File: src/rtl/piso_pkg.sv
// Shared types and sizing helpers for the parallel-in/serial-out serializer.
package piso_pkg;

    typedef enum logic {
        IDLE  = 1'b0,
        SHIFT = 1'b1
    } state_t;

    localparam int DEFAULT_WIDTH = 4;

    // Counter width is $clog2(width), never narrower than one bit.
    function automatic int cnt_width(input int width);
        return (width < 2) ? 1 : $clog2(width);
    endfunction

endpackage

File: src/rtl/piso_hold_reg.sv
// One-entry holding register that lets the next word wait while the shifter is busy.
module piso_hold_reg
    import piso_pkg::*;
#(
    parameter int WIDTH = DEFAULT_WIDTH
) (
    input  logic             clk,
    input  logic             rst,
    input  logic             push,
    input  logic             pop,
    input  logic [WIDTH-1:0] d,
    output logic [WIDTH-1:0] q,
    output logic             full
);

    logic [WIDTH-1:0] data_reg;
    logic             full_reg;

    // push only happens while empty and pop only while full, so they never coincide
    always_ff @(posedge clk or negedge rst) begin
        if (!rst) begin
            data_reg <= '0;
            full_reg <= 1'b0;
        end else if (push) begin
            data_reg <= d;
            full_reg <= 1'b1;
        end else if (pop) begin
            full_reg <= 1'b0;
        end
    end

    assign q    = data_reg;
    assign full = full_reg;

endmodule

File: src/rtl/piso_serializer.sv
// Parallel-in/serial-out serializer with a one-word holding buffer and a bypass path.
module piso_serializer
    import piso_pkg::*;
#(
    parameter int WIDTH     = DEFAULT_WIDTH,
    parameter bit MSB_FIRST = 1'b0
) (
    input  logic             clk,
    input  logic             rst,
    input  logic             load_valid,
    output logic             load_ready,
    input  logic [WIDTH-1:0] load_data,
    input  logic             ser_en,
    output logic             ser_out,
    output logic             ser_valid,
    output logic             ser_first,
    output logic             ser_last
);

    localparam int            CW       = cnt_width(WIDTH);
    localparam logic [CW-1:0] LAST_CNT = CW'(WIDTH - 1);

    state_t           state_reg, state_next;
    logic [CW-1:0]    cnt_reg, cnt_next;
    logic [WIDTH-1:0] sh_reg, sh_next;
    logic [WIDTH-1:0] hold_q;
    logic [WIDTH-1:0] next_word;
    logic [WIDTH-1:0] next_ord;
    logic             hold_full;
    logic             hold_push;
    logic             hold_pop;
    logic             accept;
    logic             free;

    piso_hold_reg #(.WIDTH(WIDTH)) u_hold (
        .clk  (clk),
        .rst  (rst),
        .push (hold_push),
        .pop  (hold_pop),
        .d    (load_data),
        .q    (hold_q),
        .full (hold_full)
    );

    assign load_ready = !hold_full;
    assign accept     = load_valid && load_ready;

    assign ser_valid = (state_reg == SHIFT);
    assign ser_first = ser_valid && (cnt_reg == '0);
    assign ser_last  = ser_valid && (cnt_reg == LAST_CNT);
    assign ser_out   = sh_reg[0];

    assign free      = (state_reg == IDLE) || (ser_en && ser_last);
    assign hold_pop  = free && hold_full;
    assign hold_push = accept && !free;

    // A full hold buffer has priority; otherwise a same-edge accept bypasses it.
    assign next_word = hold_full ? hold_q : load_data;

    // The shifter always emits bit 0 first, so reorder the word on the way in.
    generate
        for (genvar gi = 0; gi < WIDTH; gi++) begin : g_order
            if (MSB_FIRST) begin : g_msb
                assign next_ord[gi] = next_word[WIDTH-1-gi];
            end else begin : g_lsb
                assign next_ord[gi] = next_word[gi];
            end
        end
    endgenerate

    always_ff @(posedge clk or negedge rst) begin
        if (!rst) begin
            state_reg <= IDLE;
            cnt_reg   <= '0;
            sh_reg    <= '0;
        end else begin
            state_reg <= state_next;
            cnt_reg   <= cnt_next;
            sh_reg    <= sh_next;
        end
    end

    always_comb begin
        state_next = state_reg;
        cnt_next   = cnt_reg;
        sh_next    = sh_reg;
        if (free) begin
            cnt_next = '0;
            if (hold_full || accept) begin
                state_next = SHIFT;
                sh_next    = next_ord;
            end else begin
                state_next = IDLE;
                sh_next    = '0;
            end
        end else if (ser_en) begin
            cnt_next = cnt_reg + CW'(1);
            sh_next  = sh_reg >> 1;
        end
    end

endmodule

File: config.mk
export PLATFORM = sky130hd
export DESIGN_NAME = piso_serializer
export DESIGN_NICKNAME = d
export VERILOG_FILES = /design/src/rtl/piso_pkg.sv /design/src/rtl/piso_hold_reg.sv /design/src/rtl/piso_serializer.sv
export SDC_FILE = /design/constraint.sdc
export NUM_CORES = 1
export LEC_CHECK = 0
export BUFFER_PORTS_ARGS = -buffer_cell sky130_fd_sc_hd__buf_2
export CAP_MARGIN = 20
export CORE_AREA = 2 2 39 41
export CTS_CLUSTER_SIZE = 8
export DETAILED_ROUTE_END_ITERATION = 6
export DIE_AREA = 0 0 41 43
export GPL_ROUTABILITY_DRIVEN = 0
export PLACE_DENSITY = 0.7
export SYNTH_ARGS = -nofsm -noshare
export SYNTH_HDL_FRONTEND = slang
export SYNTH_SLANG_ARGS = --single-unit
export TNS_END_PERCENT = 20
File: constraint.sdc
create_clock -name clk -period 2.53 [get_ports clk]
set_clock_uncertainty 0.1 [all_clocks]
set_input_delay 0 -clock clk [delete_from_list [all_inputs] [get_ports clk]]
set_output_delay 0 -clock clk [all_outputs]
set_load 0.05 [all_outputs]
==> results_dict.tcl <==
set metrics [dict create \
    vias_per_cell 5.22 \
    maxSlewHeadroom 0.752 \
    maxCapViolations 0 \
    instances_no_fill 93 \
    clk_latency_ns 0.27 \
    leakage_nw 0.403 \
    worst_pin_slew_ns 0.373 \
    htreeDepth 1 \
    hold-worst-slack_ns 0.00346 \
    status "finished, final reports clean" \
    hold_start "ser_en" \
    n_antenna_cell 0 \
    synth_commonest_cells "dfrtp_1, nand2_1, a22o_1, mux2_4" \
    cp-end-kind "register" \
    met1_usage 0.186 \
    met2_usage 0.191 \
    cp_data_arrival_time_ns 1.52 \
    cellPowerDensity_nw_per_um2 1020 \
    period_share 0.577 \
    use_met3 0.0471 \
    die_area_um2 1760 \
    synth_edf_count 0 \
    cts_tree "yes" \
    ant_nets 0 \
    cp-start-kind "register" \
    r2r_start "cnt_reg[0]$_DFFE_PN0P_" \
    post-synth-top-area-cell "dfrtp_1" \
    io_buffer_count 12 \
    setup_viol 0 \
    peakVddDrop_mv 0.463 \
    crit_type "register to register" \
    grt_remaining_overflow 0 \
    synthCells 58 \
    synth_warnings 0 \
    ys_ff_latch 12 \
    slew_violations 0 \
    drcViolationCount 0 \
    initial_core_util 0.466 \
    synthFlopType "dfrtp_1" \
    gr-max-usage-layer "met2" \
    post_synth_instance_area_um2 644 \
    async_flop_share 1.00 \
    clockBufferDepth 2 \
    crit_required_ns 2.59 \
    grt_pass1_wl_mm 1.66 \
    rows 14 \
    cp_max_fo 5 \
    drt_pass1_iterations 4 \
    ys_seq_area_frac 0.466 \
    hold_depth 3 \
    root_buffer "clkbuf_4" \
    final.setup.worst_slack_ns 1.07 \
    drtIter0Drc 4 \
    drt_wl_total_mm 1.05 \
    wl_per_cell_um 11.3 \
    track_usage 0.142 \
    timing.fmax_mhz 685 \
    nets 88 \
    cts_resized 0 \
    syn_area_per_cell_um2 11.1 \
    yosys-top-cells-area "dfrtp_1, mux2_4, a22o_1, nand2_1, a32oi_1" \
    dp_hpwl_um 770 \
    hold_viol 0 \
    dp_cells 83 \
    tns_ns 0 \
    crit_path_start "cnt_reg[0]$_DFFE_PN0P_" \
    dp_slack_ns 1.08 \
    syn_nets 68 \
    via_count 485 \
    die_y_um 43 \
    coreArea_um2 1380 \
    hold_path.class "primary input to register" \
    drive_gt1_frac 0.299 \
    synth_top_area_share 0.466 \
    worstRegToRegCells 4 \
    syn2layout_area_growth_pct 24.7 \
    rrSetupSlack_ns 1.07 \
    rsz0062_at_grt "no" \
    period_minus_slack_ns 1.46 \
    synthMostInstantiatedCell "dfrtp_1" \
    cts.sink_count 12 \
    pin_count 13 \
    antenna_found_initial 0 \
    total_power_mw 0.816 \
    numCtsBuffers 3 \
    clk_pin_slew_ns 0.07 \
    grt_max_degree 13 \
    die_w_um 41 \
    synthDistinctLibCells 19 \
    grt_pass1_vias 414 \
]
critical path: stages (launching register included):
cell and delay (ns):
dfrtp_1 0.39, ha_1 0.26, nand2_2 0.15, nand3_4 0.13, mux2_4 0.32
through the flow:
| step | instance area, um2 | util |
|---|---|---|
| finish | 803 | 0.580 |
| global route | 803 | 0.580 |
| CTS | 803 | 0.580 |
| detailed placement | 707 | 0.511 |
| global placement | 707 | 0.511 |
| floorplan | 644 | - |
area by class of cell:
class,count,area (um2)
Clock buffer,4,36.3
Fill cell,130,581
Inverter,3,11.3
Multi-Input combinational cell,40,315
Sequential cell,12,300
Tap cell,16,20.0
Timing Repair Buffer,18,120
metal layers:
metal / vias to the layer above / share of wire
li1: 244 / -
met1: 225 / 0.52
met2: 12 / 0.43
met3: 4 / 0.036
met4: 0 / 0.017
met5: - / 0
timing repair:
item | CTS | global route
setup buffers | 0 | 0
endpoints found under the hold margin | 19 | 0
setup endpoints to repair | 0 | 0
hold buffers | 6 | 0
final timing paths:
check,to
worst max-delay path,u_hold.q[3]$_DFFE_PN0P_
worst min-delay path,sh_reg[2]$_DFFE_PN0P_
worst max register to register,u_hold.q[3]$_DFFE_PN0P_
worst min register to register,sh_reg[0]$_DFFE_PN0P_
max in group asynchronous,ser_valid$_DFFE_PN0P_
min in group asynchronous,sh_reg[0]$_DFFE_PN0P_
cell families (layout without fill, tap and decap cells):
group,count (synthesis),in the layout,synth area share
flops,12,12,0.466
simple gates,24,24,0.227
mux,4,4,0.0932
compound gates,10,10,0.130
fa+ha+maj,2,2,0.0388
buf+inv,6,25,0.0447
cell usage in the layout, fill, tap and decap left out, types with 3 or more instances in the layout:
master,n
inv_1,3
dlygate4sd3_1,6
a32oi_1,3
a22o_1,5
nand3b_1,3
and2_1,3
buf_2,12
nand2_1,9
mux2_4,4
dfrtp_1,12
clkbuf_4,3
nor2_1,3
power by group:
| part | leakage, nW | switching [mW] | internal (mW) |
|---|---|---|---|
| clock network | 0.0210 | 0.0600 | 0.0875 |
| registers | 0.145 | 0.0555 | 0.266 |
| logic | 0.237 | 0.187 | 0.160 |
Note: power is estimated with default switching activity, not from simulation.
